## config.mk

```make
export PLATFORM = sky130hd
export DESIGN_NAME = addsub_seq_flat
export DESIGN_NICKNAME = d
export VERILOG_FILES = /design/src/rtl/addsub_seq_pkg.sv /design/src/rtl/addsub_seq_if.sv /design/src/rtl/addsub_slice.sv /design/src/rtl/addsub_seq.sv /design/src/flat_wrapper.sv
export SDC_FILE = /design/constraint.sdc
export NUM_CORES = 1
export LEC_CHECK = 0
export ABC_AREA = 1
export BUFFER_PORTS_ARGS = -buffer_cell sky130_fd_sc_hd__buf_2
export CELL_PAD_IN_SITES_DETAIL_PLACEMENT = 0
export CELL_PAD_IN_SITES_GLOBAL_PLACEMENT = 1
export CORE_UTILIZATION = 42
export DETAILED_ROUTE_END_ITERATION = 8
export PLACE_DENSITY = 0.92
export SETUP_SLACK_MARGIN = 0.05
export SLEW_MARGIN = 15
export SYNTH_ARGS = -nofsm -noshare
export SYNTH_HDL_FRONTEND = slang
export SYNTH_HIERARCHICAL = 1
export SYNTH_SLANG_ARGS = --single-unit
```

## constraint.sdc

```tcl
create_clock -name clk -period 5 [get_ports clk]
set_clock_uncertainty 0.05 [all_clocks]
set_input_delay 0.5 -clock clk [delete_from_list [all_inputs] [get_ports clk]]
set_output_delay 0.5 -clock clk [all_outputs]
set_load 0.1 [all_outputs]
```

## src/rtl/addsub_seq_pkg.sv

```systemverilog
`default_nettype none
// +--------------------------------------------------------------------+
// | addsub_seq_pkg : shared types and helpers for addsub_seq            |
// | Rev 1.0                                                             |
// +--------------------------------------------------------------------+
package addsub_seq_pkg;

    typedef enum logic [1:0] {
        IDLE = 2'd0,
        BUSY = 2'd1,
        DONE = 2'd2
    } state_t;

    function automatic int nch(input int width, input int chunk);
        return width / chunk;
    endfunction

    // Operands are walked in whole slices only, so WIDTH must split evenly.
    function automatic bit chunk_legal(input int width, input int chunk);
        return (chunk > 0) && (width >= chunk) && ((width % chunk) == 0);
    endfunction

endpackage
`default_nettype wire

```

## src/rtl/addsub_seq_if.sv

```systemverilog
`default_nettype none
// +--------------------------------------------------------------------+
// | addsub_seq_if : operand/result valid-ready bundle for addsub_seq    |
// | Rev 1.0                                                             |
// +--------------------------------------------------------------------+
interface addsub_seq_if #(
    parameter int WIDTH = 16
);
    logic             in_valid;
    logic             in_ready;
    logic             op_sub;
    logic [WIDTH-1:0] a;
    logic [WIDTH-1:0] b;
    logic             out_valid;
    logic             out_ready;
    logic [WIDTH-1:0] s;
    logic             ovf;
    logic             cout;
    logic             zero;

    modport master (
        output in_valid, op_sub, a, b, out_ready,
        input  in_ready, out_valid, s, ovf, cout, zero
    );

    modport slave (
        input  in_valid, op_sub, a, b, out_ready,
        output in_ready, out_valid, s, ovf, cout, zero
    );
endinterface
`default_nettype wire

```

## src/rtl/addsub_slice.sv

```systemverilog
`default_nettype none
// +--------------------------------------------------------------------+
// | addsub_slice : combinational CHUNK-bit add/invert slice             |
// | Rev 1.0                                                             |
// +--------------------------------------------------------------------+
module addsub_slice #(
    parameter int CHUNK = 4
) (
    input  wire logic [CHUNK-1:0] i_a,
    input  wire logic [CHUNK-1:0] i_b,
    input  wire logic             i_cin,
    input  wire logic             i_invert,
    output logic      [CHUNK-1:0] o_sum,
    output logic                  o_cout,
    output logic                  o_cmsb
);
    logic [CHUNK-1:0] w_b;
    logic [CHUNK:0]   w_full;

    assign w_b    = i_invert ? ~i_b : i_b;
    assign w_full = {1'b0, i_a} + {1'b0, w_b} + {{CHUNK{1'b0}}, i_cin};
    assign o_sum  = w_full[CHUNK-1:0];
    assign o_cout = w_full[CHUNK];
    // Sum bit = a ^ b ^ carry_in, so the carry into the top bit falls out directly.
    assign o_cmsb = w_full[CHUNK-1] ^ i_a[CHUNK-1] ^ w_b[CHUNK-1];
endmodule
`default_nettype wire

```

## src/rtl/addsub_seq.sv

```systemverilog
`default_nettype none
// +--------------------------------------------------------------------+
// | addsub_seq : chunk-serial WIDTH-bit adder/subtractor, valid/ready   |
// | Rev 1.0                                                             |
// +--------------------------------------------------------------------+
module addsub_seq
    import addsub_seq_pkg::*;
#(
    parameter int WIDTH = 16,
    parameter int CHUNK = 4
) (
    input  wire logic  clk,
    input  wire logic  rst,
    addsub_seq_if.slave bus
);
    localparam int NCH  = nch(WIDTH, CHUNK);
    localparam int IDXW = (NCH > 1) ? $clog2(NCH) : 1;
    localparam int BW   = (WIDTH > 1) ? $clog2(WIDTH) : 1;

    generate
        if (!chunk_legal(WIDTH, CHUNK)) begin : g_bad_chunk
            $error("addsub_seq: WIDTH must be a non-zero multiple of CHUNK");
        end
    endgenerate

    state_t           r_state;
    logic [WIDTH-1:0] r_a;
    logic [WIDTH-1:0] r_b;
    logic [WIDTH-1:0] r_s;
    logic             r_sub;
    logic             r_carry;
    logic [IDXW-1:0]  r_idx;
    logic             r_in_ready;
    logic             r_out_valid;
    logic             r_ovf;
    logic             r_cout;
    logic             r_zero;

    logic [BW-1:0]    w_base;
    logic [CHUNK-1:0] w_sum;
    logic             w_cout;
    logic             w_cmsb;
    logic             w_last;
    logic [WIDTH-1:0] w_s_next;

    assign w_base = BW'(r_idx * CHUNK);
    assign w_last = (r_idx == IDXW'(NCH - 1));

    // B is held raw; the slice applies the inversion for subtract.
    addsub_slice #(
        .CHUNK (CHUNK)
    ) u_slice (
        .i_a      (r_a[w_base +: CHUNK]),
        .i_b      (r_b[w_base +: CHUNK]),
        .i_cin    (r_carry),
        .i_invert (r_sub),
        .o_sum    (w_sum),
        .o_cout   (w_cout),
        .o_cmsb   (w_cmsb)
    );

    always_comb begin
        w_s_next                   = r_s;
        w_s_next[w_base +: CHUNK]  = w_sum;
    end

    always_ff @(posedge clk) begin
        if (rst) begin
            r_state     <= IDLE;
            r_a         <= '0;
            r_b         <= '0;
            r_s         <= '0;
            r_sub       <= 1'b0;
            r_carry     <= 1'b0;
            r_idx       <= '0;
            r_in_ready  <= 1'b1;
            r_out_valid <= 1'b0;
            r_ovf       <= 1'b0;
            r_cout      <= 1'b0;
            r_zero      <= 1'b0;
        end else begin
            unique case (r_state)
                IDLE: begin
                    if (bus.in_valid && r_in_ready) begin
                        r_a        <= bus.a;
                        r_b        <= bus.b;
                        r_sub      <= bus.op_sub;
                        r_carry    <= bus.op_sub;
                        r_idx      <= '0;
                        r_in_ready <= 1'b0;
                        r_state    <= BUSY;
                    end
                end
                BUSY: begin
                    r_s     <= w_s_next;
                    r_carry <= w_cout;
                    r_idx   <= r_idx + 1'b1;
                    if (w_last) begin
                        r_ovf       <= w_cmsb ^ w_cout;
                        r_cout      <= w_cout;
                        r_zero      <= (w_s_next == '0);
                        r_out_valid <= 1'b1;
                        r_state     <= DONE;
                    end
                end
                DONE: begin
                    if (bus.out_ready) begin
                        r_out_valid <= 1'b0;
                        r_in_ready  <= 1'b1;
                        r_state     <= IDLE;
                    end
                end
                default: begin
                    r_out_valid <= 1'b0;
                    r_in_ready  <= 1'b1;
                    r_state     <= IDLE;
                end
            endcase
        end
    end

    assign bus.in_ready  = r_in_ready;
    assign bus.out_valid = r_out_valid;
    assign bus.s         = r_s;
    assign bus.ovf       = r_ovf;
    assign bus.cout      = r_cout;
    assign bus.zero      = r_zero;
endmodule
`default_nettype wire
```

## src/flat_wrapper.sv

```systemverilog
// flat-port wrapper written by rule: the top's interface ports become plain ports
module addsub_seq_flat import addsub_seq_pkg::*;
#(
    parameter int WIDTH = 16,
    parameter int CHUNK = 4
)
  (clk, rst, bus_in_valid, bus_op_sub, bus_a, bus_b, bus_out_ready, bus_in_ready, bus_out_valid, bus_s, bus_ovf, bus_cout, bus_zero);
  addsub_seq_if #(.WIDTH(WIDTH)) bus_i ();
  input  wire logic clk;
  input  wire logic rst;
  input wire logic [$bits(bus_i.in_valid)-1:0] bus_in_valid;
  input wire logic [$bits(bus_i.op_sub)-1:0] bus_op_sub;
  input wire logic [$bits(bus_i.a)-1:0] bus_a;
  input wire logic [$bits(bus_i.b)-1:0] bus_b;
  input wire logic [$bits(bus_i.out_ready)-1:0] bus_out_ready;
  output wire logic [$bits(bus_i.in_ready)-1:0] bus_in_ready;
  output wire logic [$bits(bus_i.out_valid)-1:0] bus_out_valid;
  output wire logic [$bits(bus_i.s)-1:0] bus_s;
  output wire logic [$bits(bus_i.ovf)-1:0] bus_ovf;
  output wire logic [$bits(bus_i.cout)-1:0] bus_cout;
  output wire logic [$bits(bus_i.zero)-1:0] bus_zero;
  assign bus_i.in_valid = bus_in_valid;
  assign bus_i.op_sub = bus_op_sub;
  assign bus_i.a = bus_a;
  assign bus_i.b = bus_b;
  assign bus_i.out_ready = bus_out_ready;
  assign bus_in_ready = bus_i.in_ready;
  assign bus_out_valid = bus_i.out_valid;
  assign bus_s = bus_i.s;
  assign bus_ovf = bus_i.ovf;
  assign bus_cout = bus_i.cout;
  assign bus_zero = bus_i.zero;
  addsub_seq #(.WIDTH(WIDTH), .CHUNK(CHUNK)) u_core (.clk(clk), .rst(rst), .bus(bus_i));
endmodule
```

==> summary.md <==
| Metric | Value |
|---|---|
| Status | complete, no violations |
| Die H | 87.94 um |
| Max-slew violations | 0 |
| Post-CTS Hold Buffers | 0 |
| Tot GR Track Use | 21.34% |
| Net count after synthesis | 515 |
| Initial Util | 44.67% |
| Core area | 0.006944 mm^2 |
| Number of global-route vias before repair | 2864 |
| Reg2Reg Depth | 16 |
| Slew headroom | 44.67% |
| VDD IR max | 0.0001464 V |
| Largest net degree at the start of global routing | 36 |
| Hold path cells | 3 |
| Crit path kind | flop to flop |
| Die Span X | 87.94 um |
| # Post-CTS Setup Buffers | 0 |
| TNS Setup | 0 ns |
| Met3 routed wirelength | 222 um |
| Min Tclk post-route | 3.253 ns |
| Seq/Total Area, Yosys | 38.08% |
| Fmax achieved | 307.4 MHz |
| Critical R2R Launch | u_core/r_idx[0]$_SDFFE_PP0P_ |
| Synth Register Bits | 59 |
| Metal-1 WL | 3.475 mm |
| FILL cells | 724 |
| Initial DRC count | 142 |
| CTS tree | done |
| Post-CTS sizing | 0 |
| Leak | 1.850 nW |
| Mapped Cells | 467 |
| DRT antenna net count | 0 |
| WL met2 | 3.535 mm |
| Hold path endpoint | u_core/r_a[6]$_SDFFE_PP0P_ |
| Post-DP HPWL | 5.190 mm |
| Setup violators final | 0 |
| Worst-path cell chain | buf_4 -> inv_1 -> o21ai_0 -> o22ai_1 -> xnor2_1 -> fa_1 -> inv_1 -> fa_1 -> xor2_1 -> nand3_1 -> o21ai_0 -> nor2_1 -> nand2_1 -> nor2_1 -> nand2_1 -> a21oi_2 |
| Ports | 58 |
| Root Buffer | clkbuf_8 |
| CTS HTree Levels | 3 |
| Tot Pwr | 1.414 mW |
| Cts bufs inserted | 9 |
| Post-Syn Area per Cell | 6.642 um^2 |
| RSZ-0062 raised after global routing | no |
| Vias | 2970 |
| Hold Violations, Final | 0 |
| Skew-Pair Late Insertion Delay | 0.34 ns |
| Crit path max-delay family | buffers and inverters |
| Top sig layer | met4 |
| Die area | 0.007733 mm^2 |
| Worst Max-Slew Pin Slew | 0.8291 ns |
| Nets | 564 |
| Type of the most critical hold path | input pin to flop |
| Bufs on Longest Clock Path | 2 |
| WP buf/inv | 3 |
| CP required | 5.16 ns |
| Max_cap viols | 0 |
| Hold Startpoint | bus_a[6] |
| 1st-pass router iterations | 4 |
| Final period util | 65.06% |
| R2R Setup Slk | 1.75 ns |
| DR DRC count | 0 |
| First-pass GRT wire length | 12.59 mm |
| Layout cells sized above 1 | 17.12% |
| FF-to-FF End | u_core/bus.zero$_SDFFE_PP0P_ |
| Clock transition at the registers of the reported paths | 0.06 ns |
| # clock sinks | 59 |
| Critical-path maximum fanout | 24 |
| Antenna violations before repair | 0 |
| Row count | 30 |
| Crit-path slowest cell | inv_1 |
| Startpoint types | flop |
| Via/cell ratio | 4.821 |
| Critical path capture point type | flop |
| Routed WL per cell | 11.86 um |
| YS warnings | 6 |
| # diodes | 0 |
| Synthesized area | 0.003102 mm^2 |
| Critical Path AT | 3.41 ns |
| Netlist cell types | 31 |
| Power per Cell Area | 393.0 mW/mm^2 |
| Gr ovfl total | 0 |
| PortBufs | 57 |
| CP peak stage delay | 0.49 ns |
| Placer Congestion | 0.8517 |
| Synth-to-layout area growth | 15.97% |
| Total Wirelength | 7.306 mm |
==> final cells by class <==
type	instances	area, um^2	share of cell area [%]
multi-input combinational	341	1648	45.81
sequential	59	1181	32.83
timing repair buffer	58	292.8	8.139
inverter	47	176.4	4.904
clock buffer	13	168.9	4.696
tap	96	120.1	3.339
clock inverter	2	10.01	0.2783
==> metal layers <==
layer  vias up  GRT usage (%)
met5         -              0
met4         0          8.495
met3         6          4.901
met2        44          38.05
met1      1346          24.61
li1       1574              -
==> power by group <==
part | internal [mW] | total, mW | switching [mW]
clock | 0.216 | 0.399 | 0.183
sequential | 0.516 | 0.545 | 0.0292
combinational | 0.136 | 0.469 | 0.333
total | 0.868 | 1.41 | 0.545
==> metrics by stage <==
step	utilization, %	hold slack, ns	instances	worst slack [ns]	area, um^2
4_1_cts	51.80	0.3197	616	1.741	3597
3_3_place_gp	49.23	0.3889	601	1.864	3418
5_1_grt	51.80	0.3230	616	1.448	3597
3_5_place_dp	49.23	0.3940	601	1.751	3418
2_1_floorplan	-	0.3898	467	2.245	3102
6_report	51.80	0.3272	616	1.747	3597
==> cell usage after synthesis, drive strengths merged <==
| cell | count | area, um^2 |
|---|---|---|
| ha | 9 | 112.6 |
| o21ai | 67 | 335.3 |
| xnor2 | 2 | 17.52 |
| a31oi | 1 | 6.260 |
| dfxtp | 59 | 1181 |
| a21o | 1 | 7.510 |
| inv | 47 | 176.4 |
| xor2 | 3 | 26.28 |
| nand3 | 23 | 130.1 |
| clkbuf | 6 | 22.52 |
| fa | 2 | 40.04 |
| a211oi | 1 | 7.510 |
| nor3 | 1 | 5.000 |
| nand2 | 73 | 286.5 |
| buf | 14 | 73.81 |
| a21oi | 10 | 53.80 |
| o21bai | 1 | 7.510 |
| or2 | 1 | 8.760 |
| o22ai | 8 | 50.05 |
| o211ai | 1 | 7.510 |
| nor2 | 137 | 545.5 |
==> registers in the layout, summed over array words and instances, names as in the netlist, 2 cells and up <==
name            cells
u_core/r_idx        2
u_core/r_state      2
u_core/r_a         16
u_core/r_b         16
u_core/bus.s       16
==> how the worst max path moves through the flow <==
stage | endpoint | from | cells after the start | slack, ns
floorplan | u_core/bus.zero$_SDFFE_PP0P_ | u_core/r_idx[0]$_SDFFE_PP0P_ | 19 | 2.25
global placement | u_core/bus.zero$_SDFFE_PP0P_ | u_core/r_idx[0]$_SDFFE_PP0P_ | 16 | 1.86
detailed placement | u_core/bus.zero$_SDFFE_PP0P_ | u_core/r_idx[0]$_SDFFE_PP0P_ | 18 | 1.75
CTS | u_core/bus.zero$_SDFFE_PP0P_ | u_core/r_idx[0]$_SDFFE_PP0P_ | 18 | 1.74
global route | u_core/bus.zero$_SDFFE_PP0P_ | u_core/r_idx[0]$_SDFFE_PP0P_ | 16 | 1.45
finish | u_core/bus.zero$_SDFFE_PP0P_ | u_core/r_idx[0]$_SDFFE_PP0P_ | 16 | 1.75
==> tightest hold or removal path, cell delays in order <==
cell    delay (ns)
buf_2         0.07
nor2_1        0.03
nor2_1        0.08
==> layout by cell type (no fill, tap or decap), types with 2 or more instances in the layout <==
master	synthesis	final
xnor2_1	2	2
xor2_1	3	3
nand3_2	3	3
nor2_1	132	132
o21ai_0	67	67
dfxtp_1	59	59
inv_2	4	4
nand2_1	70	70
clkbuf_8	0	12
a21oi_1	9	9
nand2_2	2	2
o22ai_1	8	8
nand3_1	20	20
inv_1	43	43
clkinv_2	0	2
nor2_2	3	3
fa_1	2	2
buf_2	11	57
ha_1	9	9
==> kinds of logic (layout without fill, tap and decap cells) <==
group | count (synthesis) | count (layout) | share of synthesized area, %
adders and majority gates | 11 | 11 | 4.921
AOI/OAI and AO/OA | 90 | 90 | 15.33
DFF | 59 | 59 | 38.08
buffers and inverters | 67 | 120 | 8.793
and+or+nand+nor | 235 | 235 | 31.46
xor gates and xnor gates | 5 | 5 | 1.412
(Power assumes the default switching activity.)
